**config.mk**
```make
export PLATFORM = sky130hd
export DESIGN_NAME = alu_sequencer_flat
export DESIGN_NICKNAME = d
export VERILOG_FILES = /design/src/rtl/alu_seq_pkg.sv /design/src/rtl/alu_seq_if.sv /design/src/rtl/alu_seq_regfile.sv /design/src/rtl/alu_sequencer.sv /design/src/flat_wrapper.sv
export SDC_FILE = /design/constraint.sdc
export NUM_CORES = 1
export LEC_CHECK = 0
export ABC_AREA = 1
export CORE_ASPECT_RATIO = 2
export CORE_MARGIN = 2
export CORE_UTILIZATION = 30
export DETAILED_ROUTE_END_ITERATION = 6
export HOLD_SLACK_MARGIN = 0.08
export PLACE_DENSITY = 0.61
export SYNTH_ARGS = -nofsm -noshare
export SYNTH_HDL_FRONTEND = slang
export SYNTH_SLANG_ARGS = --single-unit
```
**constraint.sdc**
```tcl
create_clock -name clk -period 3.3 [get_ports clk]
set_clock_uncertainty 0.2 [all_clocks]
set_input_delay 0.33 -clock clk [delete_from_list [all_inputs] [get_ports clk]]
set_output_delay 0.33 -clock clk [all_outputs]
set_load 0.03 [all_outputs]
```
**src/rtl/alu_seq_pkg.sv**
```systemverilog
// alu_seq_pkg
//   Shared constants for the ALU command sequencer and the 4-bit registered ALU.
//   Holds the opcode codes (ALU select codes plus the sequencer-local NOP/LDI),
//   the sequencer state encoding and the default datapath sizes.
package alu_seq_pkg;

  localparam int WIDTH_DEF = 4;
  localparam int NREGS_DEF = 4;
  localparam int RA_W_DEF  = 2;

  // Opcodes. 0010..1000 are ALU select codes; 1001..1111 are forwarded to
  // the ALU untouched (the ALU answers 0 for them).
  localparam logic [3:0] OP_NOP  = 4'b0000;
  localparam logic [3:0] OP_LDI  = 4'b0001;
  localparam logic [3:0] OP_ADD  = 4'b0010;
  localparam logic [3:0] OP_SUB  = 4'b0011;
  localparam logic [3:0] OP_NOTA = 4'b0100;
  localparam logic [3:0] OP_NOTB = 4'b0101;
  localparam logic [3:0] OP_XOR  = 4'b0110;
  localparam logic [3:0] OP_OR   = 4'b0111;
  localparam logic [3:0] OP_AND  = 4'b1000;

  typedef enum logic [1:0] {
    S_IDLE = 2'd0,
    S_EXEC = 2'd1,
    S_WB   = 2'd2
  } state_e;

  // Anything other than the two local codes is issued to the ALU.
  function automatic logic is_alu_op(input logic [3:0] op);
    return (op != OP_NOP) && (op != OP_LDI);
  endfunction

endpackage

```
**src/rtl/alu_seq_if.sv**
```systemverilog
// alu_seq_if
//   Bundles the sequencer's command handshake, ALU operand/result bus and the
//   result strobe.
//   slave  : sequencer side (takes commands and alu_result, drives the rest).
//   master : environment side (issues commands, returns alu_result).
interface alu_seq_if #(
  parameter int WIDTH = 4,
  parameter int RA_W  = 2
);
  logic             cmd_valid;
  logic             cmd_ready;
  logic [3:0]       cmd_op;
  logic [RA_W-1:0]  cmd_rd;
  logic [RA_W-1:0]  cmd_rs1;
  logic [RA_W-1:0]  cmd_rs2;
  logic [WIDTH-1:0] cmd_imm;

  logic [WIDTH-1:0] alu_a;
  logic [WIDTH-1:0] alu_b;
  logic [3:0]       alu_sel;
  logic [WIDTH-1:0] alu_result;

  logic             res_valid;
  logic [WIDTH-1:0] res_data;
  logic [RA_W-1:0]  res_rd;

  modport slave (
    input  cmd_valid, cmd_op, cmd_rd, cmd_rs1, cmd_rs2, cmd_imm, alu_result,
    output cmd_ready, alu_a, alu_b, alu_sel, res_valid, res_data, res_rd
  );

  modport master (
    output cmd_valid, cmd_op, cmd_rd, cmd_rs1, cmd_rs2, cmd_imm, alu_result,
    input  cmd_ready, alu_a, alu_b, alu_sel, res_valid, res_data, res_rd
  );
endinterface

```
**src/rtl/alu_seq_regfile.sv**
```systemverilog
// alu_seq_regfile
//   NREGS x WIDTH register file for the sequencer.
//   clk, rst_n        : clock, asynchronous active-low clear of every entry
//   we/waddr/wdata    : synchronous write port
//   raddr1/rdata1     : combinational read port (operand A)
//   raddr2/rdata2     : combinational read port (operand B)
//   dbg_addr/dbg_data : combinational debug read port
module alu_seq_regfile #(
  parameter int WIDTH = 4,
  parameter int NREGS = 4,
  parameter int RA_W  = 2
) (
  input  logic             clk,
  input  logic             rst_n,
  input  logic             we,
  input  logic [RA_W-1:0]  waddr,
  input  logic [WIDTH-1:0] wdata,
  input  logic [RA_W-1:0]  raddr1,
  output logic [WIDTH-1:0] rdata1,
  input  logic [RA_W-1:0]  raddr2,
  output logic [WIDTH-1:0] rdata2,
  input  logic [RA_W-1:0]  dbg_addr,
  output logic [WIDTH-1:0] dbg_data
);

  logic [NREGS-1:0][WIDTH-1:0] regs_q, regs_d;

  always_comb begin
    regs_d = regs_q;
    if (we) regs_d[waddr] = wdata;
  end

  always_ff @(posedge clk or negedge rst_n) begin
    if (!rst_n) regs_q <= '0;
    else        regs_q <= regs_d;
  end

  // Reads see registered state only: a write at edge T is visible after T.
  assign rdata1   = regs_q[raddr1];
  assign rdata2   = regs_q[raddr2];
  assign dbg_data = regs_q[dbg_addr];

endmodule

```
**src/rtl/alu_sequencer.sv**
```systemverilog
// alu_sequencer
//   Issues one command at a time to a downstream registered ALU and writes
//   the result back into a local register file.
//   clk, rst_n : clock, asynchronous active-low reset
//   bus        : command handshake, ALU operand/select outputs, alu_result
//                input and the one-cycle res_valid/res_data/res_rd strobe
//   dbg_addr   : debug read address
//   dbg_data   : combinational read of the addressed register
//   ALU op: IDLE -(accept)-> EXEC -> WB -(write)-> IDLE, 2 cycles to res_valid.
//   LDI: written at the accept edge, stays in IDLE, one per cycle.
module alu_sequencer
  import alu_seq_pkg::*;
#(
  parameter int WIDTH = WIDTH_DEF,
  parameter int NREGS = NREGS_DEF,
  parameter int RA_W  = RA_W_DEF
) (
  input  logic             clk,
  input  logic             rst_n,
  alu_seq_if.slave         bus,
  input  logic [RA_W-1:0]  dbg_addr,
  output logic [WIDTH-1:0] dbg_data
);

  state_e           state_q, state_d;
  logic [WIDTH-1:0] alu_a_q, alu_a_d;
  logic [WIDTH-1:0] alu_b_q, alu_b_d;
  logic [3:0]       alu_sel_q, alu_sel_d;
  logic [RA_W-1:0]  rd_q, rd_d;
  logic             res_valid_q, res_valid_d;
  logic [WIDTH-1:0] res_data_q, res_data_d;
  logic [RA_W-1:0]  res_rd_q, res_rd_d;

  logic             accept;
  logic             we;
  logic [RA_W-1:0]  waddr;
  logic [WIDTH-1:0] wdata;
  logic [WIDTH-1:0] rdata1, rdata2;

  assign bus.cmd_ready = (state_q == S_IDLE);
  assign accept        = bus.cmd_valid && bus.cmd_ready;

  alu_seq_regfile #(
    .WIDTH(WIDTH),
    .NREGS(NREGS),
    .RA_W (RA_W)
  ) u_rf (
    .clk     (clk),
    .rst_n   (rst_n),
    .we      (we),
    .waddr   (waddr),
    .wdata   (wdata),
    .raddr1  (bus.cmd_rs1),
    .rdata1  (rdata1),
    .raddr2  (bus.cmd_rs2),
    .rdata2  (rdata2),
    .dbg_addr(dbg_addr),
    .dbg_data(dbg_data)
  );

  always_comb begin
    state_d   = state_q;
    alu_a_d   = alu_a_q;
    alu_b_d   = alu_b_q;
    alu_sel_d = alu_sel_q;
    rd_d      = rd_q;
    we        = 1'b0;
    waddr     = rd_q;
    wdata     = bus.alu_result;
    case (state_q)
      S_IDLE: begin
        if (accept) begin
          if (bus.cmd_op == OP_LDI) begin
            we    = 1'b1;
            waddr = bus.cmd_rd;
            wdata = bus.cmd_imm;
          end else if (is_alu_op(bus.cmd_op)) begin
            // Operands are captured here and then held until the next ALU op.
            alu_a_d   = rdata1;
            alu_b_d   = rdata2;
            alu_sel_d = bus.cmd_op;
            rd_d      = bus.cmd_rd;
            state_d   = S_EXEC;
          end
        end
      end
      S_EXEC:  state_d = S_WB;       // ALU registers the operands at this edge
      S_WB: begin
        we      = 1'b1;              // alu_result is valid this cycle
        state_d = S_IDLE;
      end
      default: state_d = S_IDLE;
    endcase

    // The strobe mirrors the write port; data/rd hold between writes.
    res_valid_d = we;
    res_data_d  = we ? wdata : res_data_q;
    res_rd_d    = we ? waddr : res_rd_q;
  end

  always_ff @(posedge clk or negedge rst_n) begin
    if (!rst_n) begin
      state_q     <= S_IDLE;
      alu_a_q     <= '0;
      alu_b_q     <= '0;
      alu_sel_q   <= '0;
      rd_q        <= '0;
      res_valid_q <= 1'b0;
      res_data_q  <= '0;
      res_rd_q    <= '0;
    end else begin
      state_q     <= state_d;
      alu_a_q     <= alu_a_d;
      alu_b_q     <= alu_b_d;
      alu_sel_q   <= alu_sel_d;
      rd_q        <= rd_d;
      res_valid_q <= res_valid_d;
      res_data_q  <= res_data_d;
      res_rd_q    <= res_rd_d;
    end
  end

  assign bus.alu_a     = alu_a_q;
  assign bus.alu_b     = alu_b_q;
  assign bus.alu_sel   = alu_sel_q;
  assign bus.res_valid = res_valid_q;
  assign bus.res_data  = res_data_q;
  assign bus.res_rd    = res_rd_q;

endmodule

```
**src/flat_wrapper.sv**
```systemverilog
// flat-port wrapper written by rule: the top's interface ports become plain ports
module alu_sequencer_flat import alu_seq_pkg::*;
#(
  parameter int WIDTH = WIDTH_DEF,
  parameter int NREGS = NREGS_DEF,
  parameter int RA_W  = RA_W_DEF
)
  (clk, rst_n, dbg_addr, dbg_data, bus_cmd_valid, bus_cmd_op, bus_cmd_rd, bus_cmd_rs1, bus_cmd_rs2, bus_cmd_imm, bus_alu_result, bus_cmd_ready, bus_alu_a, bus_alu_b, bus_alu_sel, bus_res_valid, bus_res_data, bus_res_rd);
  alu_seq_if #(.WIDTH(WIDTH), .RA_W(RA_W)) bus_i ();
  input  logic clk;
  input  logic rst_n;
  input  logic [RA_W-1:0] dbg_addr;
  output logic [WIDTH-1:0] dbg_data;
  input wire logic [$bits(bus_i.cmd_valid)-1:0] bus_cmd_valid;
  input wire logic [$bits(bus_i.cmd_op)-1:0] bus_cmd_op;
  input wire logic [$bits(bus_i.cmd_rd)-1:0] bus_cmd_rd;
  input wire logic [$bits(bus_i.cmd_rs1)-1:0] bus_cmd_rs1;
  input wire logic [$bits(bus_i.cmd_rs2)-1:0] bus_cmd_rs2;
  input wire logic [$bits(bus_i.cmd_imm)-1:0] bus_cmd_imm;
  input wire logic [$bits(bus_i.alu_result)-1:0] bus_alu_result;
  output wire logic [$bits(bus_i.cmd_ready)-1:0] bus_cmd_ready;
  output wire logic [$bits(bus_i.alu_a)-1:0] bus_alu_a;
  output wire logic [$bits(bus_i.alu_b)-1:0] bus_alu_b;
  output wire logic [$bits(bus_i.alu_sel)-1:0] bus_alu_sel;
  output wire logic [$bits(bus_i.res_valid)-1:0] bus_res_valid;
  output wire logic [$bits(bus_i.res_data)-1:0] bus_res_data;
  output wire logic [$bits(bus_i.res_rd)-1:0] bus_res_rd;
  assign bus_i.cmd_valid = bus_cmd_valid;
  assign bus_i.cmd_op = bus_cmd_op;
  assign bus_i.cmd_rd = bus_cmd_rd;
  assign bus_i.cmd_rs1 = bus_cmd_rs1;
  assign bus_i.cmd_rs2 = bus_cmd_rs2;
  assign bus_i.cmd_imm = bus_cmd_imm;
  assign bus_i.alu_result = bus_alu_result;
  assign bus_cmd_ready = bus_i.cmd_ready;
  assign bus_alu_a = bus_i.alu_a;
  assign bus_alu_b = bus_i.alu_b;
  assign bus_alu_sel = bus_i.alu_sel;
  assign bus_res_valid = bus_i.res_valid;
  assign bus_res_data = bus_i.res_data;
  assign bus_res_rd = bus_i.res_rd;
  alu_sequencer #(.WIDTH(WIDTH), .NREGS(NREGS), .RA_W(RA_W)) u_core (.clk(clk), .rst_n(rst_n), .bus(bus_i), .dbg_addr(dbg_addr), .dbg_data(dbg_data));
endmodule
```
==> flow_summary_export.csv <==
group,metric,value,unit
status,outcome,"completed",
drt,drc,0,
power_and_ir_drop,total_power,2.298,mW
final_layout,fin_cells,407,
synthesis,yosys.area.top_type,"sky130_fd_sc_hd__dfrtp_1",
critical_path,timing.critical_path.arrival,2.16,ns
final_layout,nFillCells,694,
synthesis,synth_edf_count,0,
final_layout,layout.nets,340,
die,start_util,30.92,%
synthesis,postSynth.asyncResetShare,100.0,%
synthesis,synth.ff_latch_count,39,
clock_tree,clock-sinks,39,
final_layout,seq_area,975.9,um2
clock_tree,worstSkewPairLatency,0.28,ns
placement,place_area,2669,um2
global_route,grt_remaining_overflow,0,
timing,layout_worst_path_cycle_share,81.54,%
synthesis,netlist.area_leader.share,45.48,%
synthesis,synth.most_common_cell,"sky130_fd_sc_hd__nand2_1",
critical_path,cp-end-kind,"output pin",
timing,layout_min_cycle_time,2.691,ns
die,placement_rows,43,
synthesis,yosysSeqAreaShare,45.48,%
drt,routedWlPerCell,13.22,um
global_route,grt_first_pass_wirelength,9.073,mm
placement,place.gp.congestion,0.9135,
synthesis,post_synth.cell_area_avg,7.947,um2
timing,finalMaxSlewViolations,0,
timing,slew_headroom,40.86,%
placement,dp_cells,399,
timing,total_negative_setup_slack,0,ns
clock_tree,cts_root_buf,"sky130_fd_sc_hd__clkbuf_16",
drt,vias_per_cell,4.631,
final_layout,synthToLayoutAreaGrowth,32.24,%
final_layout,final_core_utilization,40.89,%
timing,rsz0062_at_grt,"no",
die,die-height,123.6,um
timing,final.setup.worst_slack,0.6093,ns
drt,vias,1885,
clock_tree,clk_pin_slew_worst_paths,0.05,ns
die,die_w,63.80,um
critical_path,critPathRequiredTime,2.77,ns
synthesis,post_syn_nets,293,
drt,detail_route.first_pass.iterations,4,
timing,setup-violations-final,0,
global_route,initial_antenna_violation_count,0,
synthesis,post_synth_most_frequent_cells,"sky130_fd_sc_hd__nand2_1 (84), sky130_fd_sc_hd__dfrtp_1 (39), sky130_fd_sc_hd__o21ai_0 (33), sky130_fd_sc_hd__nand3_1 (23)",
power_and_ir_drop,p_leak,1.295,nW
global_route,pin_count_of_the_biggest_net_entering_global_routing,40,
timing,fin_worst_hold_slack,0.2415,ns
power_and_ir_drop,maximum_ir_drop_on_the_vdd_rail,480.6,uV
run,cap_violations,0,
die,io-pin-count,47,
synthesis,synth_flop_cell,"sky130_fd_sc_hd__dfrtp_1",
critical_path,worst-path-max-fanout,12,
final_layout,layout-drive-gt1-share,10.73,%
placement,pre_cts_ws,0.6438,ns
timing,tightestPinTransition,0.8871,ns
synthesis,synthesis.yosys.warnings,0,
synthesis,synth_area_leaders,"sky130_fd_sc_hd__dfrtp_1 (45%), sky130_fd_sc_hd__nand2_1 (15%), sky130_fd_sc_hd__o21ai_0 (7.7%), sky130_fd_sc_hd__nand3_1 (5.4%), sky130_fd_sc_hd__a31oi_1 (3.5%)",
critical_path,cp-start-kind,"input pin",
global_route,first_global_vias,1904,
synthesis,synth_cell_types,22,
die,core-area,6940,um2
final_layout,antennaDiodeCount,0,
power_and_ir_drop,pwr_cell_area,809.8,nW/um2
die,dieArea,7886,um2
critical_path,path_class,"input pin to output pin",
drt,drtIter0Drc,98,
global_route,globalRouteTotalUtil,15.49,%
timing,hold_viol_final,0,
drt,wl,5.382,mm
placement,place_hpwl,4.165,mm
synthesis,synthesis.area,2146,um2
clock_tree,number_of_buffers_on_the_longest_clock_path,2,
final_layout,multiInputGateArea,1025,um2
clock_tree,ctsHtreeMaxLevel,2,
clock_tree,cts_tree,"yes",
clock_tree,post-cts-setup-buffer-count,0,
placement,io_buffers,46,
synthesis,postSynthCellCount,270,
drt,detail-route-antenna-nets,0,
worst_hold_path,holdCritPathClass,"flop to flop",
clock_tree,cts-buffers-inserted,5,
final_layout,finish.instance_area,2838,um2
timing,max_clock_freq,371.6,MHz
## power breakdown
group	switching, mW	internal (mW)	total (mW)	leakage [nW]
sequential	0.157	0.670	0.827	0.475
clock	0.178	0.352	0.531	0.0769
combinational	0.573	0.367	0.940	0.743
## flip-flops by register name (all words and copies together), names as in the netlist
name	count
u_core.bus.alu_b	4
u_core.rd_q	2
u_core.bus.res_data	4
u_core.bus.alu_sel	4
u_core.state_q	2
u_core.bus.alu_a	4
u_core.u_rf.regs_q	16
u_core.bus.res_rd	2
u_core.bus.res_valid	1
## placed cells by master (no fill, tap or decap), types with 5 or more instances in the layout
cell                              count
sky130_fd_sc_hd__dfrtp_1             39
sky130_fd_sc_hd__nand2_1             84
sky130_fd_sc_hd__nand2_2              5
sky130_fd_sc_hd__nand3_1             23
sky130_fd_sc_hd__inv_2                5
sky130_fd_sc_hd__o21ai_0             33
sky130_fd_sc_hd__clkbuf_16            5
sky130_fd_sc_hd__inv_1               20
sky130_fd_sc_hd__clkdlybuf4s50_1     45
sky130_fd_sc_hd__a31oi_1             12
sky130_fd_sc_hd__nor2_1              20
## kinds of logic after synthesis
logic type	count (synthesis)	synth area share, %
buf+inv	33	6.764
flops	39	45.48
compound gates	51	12.77
simple gates	147	34.99
## final cells by class
class,instances,area share [%]
timing repair buffer,47,16.40
multi-input combinational,198,36.11
clock buffer,6,4.541
sequential,39,34.39
tap,90,3.968
clock inverter,1,1.058
inverter,26,3.527
## per-layer routing
metal	track usage, %	vias up	wire length, um
li1	-	977	-
met1	14.03	849	1844
met2	30.27	47	3184
met3	2.981	12	165
met4	9.918	0	188
met5	0	-	0
## path summary, 6_finish.rpt
path	from	endpoint	slack [ns]	depth (start not counted)
worst max register to register	u_core.state_q[1]	u_core.bus.alu_a[2]	1.53	7
worst max-delay path	dbg_addr[0]	dbg_data[0]	0.61	5
min in group asynchronous	rst_n	u_core.bus.res_valid	0.53	2
worst min register to register	u_core.state_q[1]	u_core.state_q[1]	0.24	1
max in group asynchronous	rst_n	u_core.u_rf.regs_q[2]	1.80	2
worst min-delay path	u_core.state_q[1]	u_core.state_q[1]	0.24	1
## critical path, stage by stage
cell                              delay, ns
sky130_fd_sc_hd__clkdlybuf4s50_1       0.48
sky130_fd_sc_hd__inv_1                 0.25
sky130_fd_sc_hd__o21ai_0               0.12
sky130_fd_sc_hd__o21ai_0               0.25
sky130_fd_sc_hd__clkdlybuf4s50_1       0.73
## what timing repair did
action | CTS | global route
hold buffers | 1 | 0
hold endpoints to repair | 39 | 0
gates resized for setup | 0 | 0
Note: power is estimated with default switching activity, not from simulation.
